`src/rtl/pipe_stage_reg.sv`:
```
// pipe_stage_reg: multi-lane inter-stage pipeline latch
// with in-order lane kill and saturating stall/flush counters.
//
// Ports:
//   clk, rst (async, active-low)
//   stall[STALL_W], flush        : control unit
//   in_lane_valid/kill[LANES]    : per-lane status
//   in_we[LANES*WE_W]            : write enables, lane l at [l*WE_W +: WE_W]
//   in_data[LANES*DATA_W]        : payload, lane l at [l*DATA_W +: DATA_W]
//   out_lane_valid/out_we/out_data : registered bundle
//   clr_cnt                      : synchronous counter clear
//   bubble_cnt/hold_cnt/flush_cnt : event counters
module pipe_stage_reg #(
    parameter int LANES   = 2,
    parameter int DATA_W  = 32,
    parameter int WE_W    = 4,
    parameter int STALL_W = 5,
    parameter int STAGE   = 3,
    parameter int CNT_W   = 16
) (
    input  logic                    clk,
    input  logic                    rst,
    input  logic [STALL_W-1:0]      stall,
    input  logic                    flush,
    input  logic [LANES-1:0]        in_lane_valid,
    input  logic [LANES-1:0]        in_lane_kill,
    input  logic [LANES*WE_W-1:0]   in_we,
    input  logic [LANES*DATA_W-1:0] in_data,
    output logic [LANES-1:0]        out_lane_valid,
    output logic [LANES*WE_W-1:0]   out_we,
    output logic [LANES*DATA_W-1:0] out_data,
    input  logic                    clr_cnt,
    output logic [CNT_W-1:0]        bubble_cnt,
    output logic [CNT_W-1:0]        hold_cnt,
    output logic [CNT_W-1:0]        flush_cnt
);

    logic up_stall;
    logic dn_stall;
    logic do_zero;
    logic do_bubble;
    logic do_hold;
    logic do_adv;

    assign up_stall  = stall[STAGE];
    assign dn_stall  = stall[STAGE+1];
    assign do_bubble = ~flush & up_stall & ~dn_stall;
    assign do_hold   = ~flush & up_stall & dn_stall;
    assign do_adv    = ~flush & ~up_stall;
    assign do_zero   = flush | do_bubble;

    // Lane 0 is oldest: a kill squashes itself and all younger lanes.
    logic [LANES-1:0] kill_eff;
    logic [LANES-1:0] acc_lane;

    always_comb begin
        logic k;
        k        = 1'b0;
        kill_eff = '0;
        for (int l = 0; l < LANES; l++) begin
            k           = k | in_lane_kill[l];
            kill_eff[l] = k;
        end
    end

    assign acc_lane = in_lane_valid & ~kill_eff;

    // Rejected lanes are zeroed so an invalid lane never
    // carries stray enables or data downstream.
    logic [LANES*WE_W-1:0]   nxt_we;
    logic [LANES*DATA_W-1:0] nxt_data;

    always_comb begin
        nxt_we   = '0;
        nxt_data = '0;
        for (int l = 0; l < LANES; l++) begin
            if (acc_lane[l]) begin
                nxt_we[l*WE_W +: WE_W]       = in_we[l*WE_W +: WE_W];
                nxt_data[l*DATA_W +: DATA_W] = in_data[l*DATA_W +: DATA_W];
            end
        end
    end

    always_ff @(posedge clk or negedge rst) begin
        if (!rst) begin
            out_lane_valid <= '0;
            out_we         <= '0;
            out_data       <= '0;
        end else if (do_zero) begin
            out_lane_valid <= '0;
            out_we         <= '0;
            out_data       <= '0;
        end else if (do_adv) begin
            out_lane_valid <= acc_lane;
            out_we         <= nxt_we;
            out_data       <= nxt_data;
        end
    end

    function automatic logic [CNT_W-1:0] sat_inc(
        input logic [CNT_W-1:0] c
    );
        return (&c) ? c : c + CNT_W'(1);
    endfunction

    always_ff @(posedge clk or negedge rst) begin
        if (!rst) begin
            bubble_cnt <= '0;
            hold_cnt   <= '0;
            flush_cnt  <= '0;
        end else if (clr_cnt) begin
            bubble_cnt <= '0;
            hold_cnt   <= '0;
            flush_cnt  <= '0;
        end else begin
            if (flush)     flush_cnt  <= sat_inc(flush_cnt);
            if (do_bubble) bubble_cnt <= sat_inc(bubble_cnt);
            if (do_hold)   hold_cnt   <= sat_inc(hold_cnt);
        end
    end

    for (genvar l = 0; l < LANES; l++) begin : g_inv
        a_inv: assert property (
            @(posedge clk) disable iff (!rst)
            !out_lane_valid[l] |->
                (out_we[l*WE_W +: WE_W] == '0 &&
                 out_data[l*DATA_W +: DATA_W] == '0)
        );
    end

endmodule

```
`config.mk`:
```
export PLATFORM = sky130hd
export DESIGN_NAME = pipe_stage_reg
export DESIGN_NICKNAME = d
export VERILOG_FILES = /design/src/rtl/pipe_stage_reg.sv
export SDC_FILE = /design/constraint.sdc
export NUM_CORES = 1
export LEC_CHECK = 0
export ABC_AREA = 1
export CORE_UTILIZATION = 42
export CTS_BUF_LIST = sky130_fd_sc_hd__clkbuf_4 sky130_fd_sc_hd__clkbuf_8
export CTS_CLUSTER_DIAMETER = 40
export CTS_CLUSTER_SIZE = 8
export DETAILED_ROUTE_END_ITERATION = 8
export GPL_TIMING_DRIVEN = 0
export PLACE_DENSITY_LB_ADDON = 0.05
export SLEW_MARGIN = 20
export SYNTH_ARGS = -nofsm -noshare
export SYNTH_HDL_FRONTEND = slang
export SYNTH_SLANG_ARGS = --single-unit
```
`constraint.sdc`:
```
create_clock -name clk -period 1.4 [get_ports clk]
set_input_delay 0.14 -clock clk [delete_from_list [all_inputs] [get_ports clk]]
set_output_delay 0.14 -clock clk [all_outputs]
set_load 0.02 [all_outputs]
```
### Yosys cells after proc, flatten, opt, wreduce, memory -nomap -nowiden

Index checks and enable logic that the tools add are counted.

* register bits after elaboration: 122
* bits of input ports: 85
* output and inout bits: 122
* logic and storage cells: 52

* $add $sub $neg: 3
* eq/ne operators: 3
* mux-type cells: 19
* bitwise operators: 11
* reduce and logical (&&, ||, !) cells: 10

Operators by type and width (count)
* 16-bit two-way mux: 9
* 64-bit two-way mux: 2
* 32-bit two-way mux: 2
* 16-bit by 1-bit adder with 16-bit output (second input constant): 3
* 16-bit AND reduction: 3
* 8-bit two-way mux: 2
* 4-bit two-way mux: 2
* 2-bit nonzero test: 4
* 2-bit inequality test (second input constant): 3
* 2-bit AND reduction: 3
* 1-bit bitwise AND: 4
* 2-bit two-way mux: 2
* 1-bit NOT: 3
* 2-bit bitwise AND: 1
* 2-bit NOT: 1
* 1-bit OR: 2

### Logic depth before layout (Yosys ltp)

Gate-level depths: netlist (run 1).

* depth after elaboration: 6
* depth in mapped cells: 10
* gate-level depth less buffers: 10

### Worst setup path before layout (run 1)

No wires, ideal clock.

* path kind: register to register
* from: register hold_cnt[0]
* to: register hold_cnt[12]
* setup time: 0.117 ns
* arrival time: 1.517 ns
* data required time: 1.283 ns
* slack: -0.233 ns
* stages on the path, launching flop included: 11
* buffers on the path: 0
* clock period less this slack: 1.633 ns
* cells stage by stage: dfrtp_1 -> ha_1 -> nand2_1 -> nor2_1 -> nand2_1 -> nor2_2 -> nand2_1 -> nand3_2 -> inv_2 -> nand2_1 -> nand2_1

* cells in the longest elaborated chain, start to end: 4
* elaborated cells on any way between the ends: 7
* classes of those cells: add/sub (1); eq/ne (1); mux (3); reduce/logical (2)

Ends and longest elaborated chain
* start, declared: RTL line 34 `output logic [CNT_W-1:0] hold_cnt,`
* start signal, assigned: RTL line 118 `if (do_hold) hold_cnt <= sat_inc(hold_cnt);`
* 16-bit by 1-bit adder with 16-bit output: RTL line 103 `return (&c) ? c : c + CNT_W'(1);`
* 16-bit two-way mux: RTL line 103
* 16-bit two-way mux: RTL line 118
* 16-bit two-way mux: RTL line 111 `end else if (clr_cnt) begin`

Parallel ways exist; a longest one is shown, timed or not. The select of a mux whose other input is x is not followed.
A chain may end at the register's enable or synchronous reset.

### Worst setup path in the final report (run 1)

* from: register bubble_cnt[0]
* to: register bubble_cnt[3]

* cells in the longest elaborated chain, start to end: 4
* elaborated cells on any way between the ends: 7
* classes of those cells: add/sub (1); eq/ne (1); mux (3); reduce/logical (2)

Ends and longest elaborated chain
* start, declared: RTL line 33 `output logic [CNT_W-1:0] bubble_cnt,`
* start signal, assigned: RTL line 117 `if (do_bubble) bubble_cnt <= sat_inc(bubble_cnt);`
* 16-bit by 1-bit adder with 16-bit output: RTL line 103
* 16-bit two-way mux: RTL line 103
* 16-bit two-way mux: RTL line 117
* 16-bit two-way mux: RTL line 111

Parallel ways exist; a longest one is shown, timed or not. The select of a mux whose other input is x is not followed.

==> flow_summary.yaml, run 1 <==
sta:
  fin_ws_ps: -75.7
  finalCritPeriodShare_pct: 105
  period_needed_ps: 1480
  fmax_mhz: 678
  hold-worst-slack_ps: 159
  skew_ps: 5.36
  drv_slew: 0
  hold_viol: 0
  tightest_slew_ps: 568
  setup_violations: 41
  relSlewSlack_pct: 62.2
  rsz0062_at_grt: "yes"
placed_design:
  io_buffers: 203
  dpl.hpwl_mm: 12.2
  gp_congestion: 0.884
synth:
  synth_simple_gate_area_share_pct: 27.2
  synth_compound_area_share_pct: 8.11
  ys.flop_type: "dfrtp_1"
  synth_edf_count: 0
  synth_top_cell_by_area: "dfrtp_1"
  synthXorXnorAreaFrac_pct: 3.28
  synth_area_leaders: "dfrtp_1 52%, nand2_1 15%, o21ai_0 7.1%"
  synth-adder-area-share_pct: 0.638
  synthMuxAreaShare_pct: 0
  yosysMostFrequentCell: "nand2_1"
  synth.top_cell.area_share_pct: 51.9
  synthCells: 738
  synth_top_family_by_area: "simple AND/OR/NAND/NOR gates"
  synth_cell_types: 25
  synth_seq_cells: 122
  synth_area_per_cell_um2: 7.97
  synth_common_cells: "241 x nand2_1, 122 x dfrtp_1, 104 x inv_1"
  synth_seq_area_share_pct: 51.9
  syn-cell-area_um2: 5880
  async_reset_ff_share_pct: 100
  synth_nets: 826
  synth_warnings: 0
critical_path:
  rr_endpoint: "bubble_cnt[3]"
  cp-start-kind: "register"
  worstPathMaxFanout: 4
  worstReg2RegStart: "bubble_cnt[0]"
  endpoint_kind: "register"
  cp_cell_sequence: "ha_4, nand3_4, inv_4, nand2_4, nor2_4, nor2_4, nor2_4, buf_4, nand2_1, nand2_1"
  worst_path_dominant_cell_family: "simple AND/OR/NAND/NOR gates"
  critPathMaxStageDelay_ps: 430
  ff2ff_setup_slack_ps: -80
  cp_common_cell: "nor2_4"
  path_buf_inv: 2
  critical_path_class: "register to register"
  crit_slowest_cell: "dfrtp_2"
  worst-r2r-cell-count: 10
  cp.arrival_ps: 1810
  required_ps: 1730
route:
  wire_per_inst_um: 14.7
  via_per_inst: 4.88
  route.detailed.drc: 0
  vias: 5836
  ant_nets: 0
  wirelength_mm: 17.6
  m1WireLength_mm: 6.88
  met3_length_mm: 1.59
  routed.top_layer: "met4"
  drt_iter0_markers: 392
  drtPass1Iterations: 4
  routed-wl-met2_mm: 8.83
clock_network:
  cts_made_buffers: 17
  cts.htree.levels: 4
  clock_sinks: 122
  cts_buffer_depth: 2
  cts-root-buf: "clkbuf_8"
  path_clk_slew_ps: 70
  cts_tree: "yes"
  clkLatencyLatePin_ps: 440
floorplan:
  dieArea_um2: 14500
  rows: 42
  core_area_um2: 13500
  die-height_um: 120
  die_x_um: 120
  ios: 207
  start_util_pct: 43.7
final_layout:
  nNetsFinal: 1097
  final_core_util_pct: 68.9
  area_delta_synth_final_pct: 57.6
  diodes: 0
  drive_gt1_share_pct: 25.7
grt:
  grt_overflow: 0
  first_global_vias: 5624
  grt_usage_pct: 24.8
  antenna_found_initial: 0
  grt_first_pass_wirelength_mm: 27.8
  grt_max_degree: 67
outcome:
  failed_checks: "negative setup slack"
  status: "finished, violations left"
run:
  cap_violations: 0
power:
  p_per_area_nw_per_um2: 840
  finalPower_mw: 7.79
  power_leakage_nw: 4.88
  ir_drop_mv: 0.532
worst_hold_path:
  hold_end: "flush_cnt[11]"
  min_path_cells: 3
  worstHoldStart: "flush"
  hp-class: "primary input to register"
==> cell usage in the layout (no fill, tap or decap), types with 5 or more instances in the layout <==
| cell | count |
|---|---|
| nand2_1 | 192 |
| inv_1 | 100 |
| dfrtp_1 | 87 |
| dlygate4sd2_1 | 84 |
| clkdlybuf4s50_1 | 79 |
| o21ai_0 | 74 |
| nand2_2 | 44 |
| buf_4 | 39 |
| dfrtp_2 | 35 |
| nand3_1 | 32 |
| nor2_1 | 29 |
| clkbuf_8 | 22 |
| nand4_1 | 20 |
| clkdlybuf4s15_1 | 17 |
| xor2_1 | 15 |
| nor2_2 | 14 |
| buf_2 | 14 |
| buf_6 | 14 |
| nor2_4 | 13 |
| clkbuf_2 | 9 |
| nand2_4 | 8 |
| o21ai_1 | 8 |
| o21ai_2 | 6 |
| clkdlybuf4s15_2 | 6 |
| nand3b_1 | 5 |
| clkbuf_1 | 5 |
| inv_2 | 5 |
| or2_2 | 5 |
| xnor2_1 | 5 |
==> worst reg2reg max path, cell delays in order (launching register included) <==
cell     delay [ps]
dfrtp_2         430
ha_4            180
nand3_4          80
inv_4            40
nand2_4          70
nor2_4           40
nor2_4          180
nor2_4           80
buf_4           160
nand2_1          50
nand2_1          50
==> metrics by stage <==
step	setup TNS (ps)	instance area [µm²]	setup WS, ps	cells
4_1_cts	-1820	8970	-104	1183
3_5_place_dp	-54300	8250	-575	1118
5_1_grt	-4620	9260	-164	1197
6_report	-1260	9260	-75.7	1197
2_1_floorplan	-1140	5970	-66.3	738
3_3_place_gp	-623450	8230	-5120	1117
==> worst max path at each step <==
stage / start / end / depth (start not counted)
finish: bubble_cnt[0] / bubble_cnt[3] / 10
detailed placement: flush / out_we[2] / 5
global route: bubble_cnt[1] / bubble_cnt[10] / 9
floorplan: hold_cnt[0] / hold_cnt[1] / 10
CTS: bubble_cnt[0] / bubble_cnt[10] / 10
global placement: rst / hold_cnt[1] / 1
==> cell families after synthesis <==
logic type               Yosys count
flip-flops                       122
XOR/XNOR                          22
adder cells (fa/ha/maj)            3
AND/OR/NAND/NOR                  369
buffers and inverters            129
AO/OA/AOI/OAI                     93
==> layout make-up <==
cell class | count | area [µm²]
buffer | 21 | 131
clock buffer | 24 | 318
multi-input combinational | 487 | 2670
sequential | 122 | 3100
inverter | 108 | 415
tap | 176 | 220
clock inverter | 7 | 113
timing repair buffer | 252 | 2300
fill | 1151 | 4190
==> where the power goes <==
| group | total, mW | switching (mW) | leakage, nW | internal (mW) |
|---|---|---|---|---|
| Combinational | 0.785 | 0.399 | 3.03 | 0.386 |
| Clock | 3.39 | 1.37 | 0.222 | 2.02 |
| Sequential | 3.61 | 0.0340 | 1.64 | 3.57 |
| Total | 7.79 | 1.81 | 4.88 | 5.98 |
==> what timing repair did <==
action                                  4_1_cts  5_1_grt
pin swaps                                    19       22
cloned                                        3        0
hold buffers                                  1        0
endpoints found under the setup margin      233      129
hold endpoints to repair                     56        0
buffers inserted                             30       14
gates resized for setup                     231      103
==> routing by layer <==
layer | global-route usage, % | vias up
li1 | - | 2833
met1 | 28.5 | 2764
met2 | 41.4 | 208
met3 | 10.2 | 31
met4 | 9.41 | 0
met5 | 0 | -
==> sequential cells by signal, indices dropped and copies added, names as in the netlist <==
signal          cells
flush_cnt          16
out_we              8
out_lane_valid      2
hold_cnt           16
out_data           64
bubble_cnt         16
Power figures use the tool's default switching activity.
==> run 2, diff against run 1 <==
--- a/config.mk
+++ b/config.mk
@@ -9,7 +9,6 @@
 export CORE_UTILIZATION = 42
 export CTS_BUF_LIST = sky130_fd_sc_hd__clkbuf_4 sky130_fd_sc_hd__clkbuf_8
 export CTS_CLUSTER_DIAMETER = 40
-export CTS_CLUSTER_SIZE = 8
 export DETAILED_ROUTE_END_ITERATION = 8
 export GPL_TIMING_DRIVEN = 0
 export PLACE_DENSITY_LB_ADDON = 0.05
==> results of run 2 <==
Final layout, timing and power as in run 1 (identical DEF).
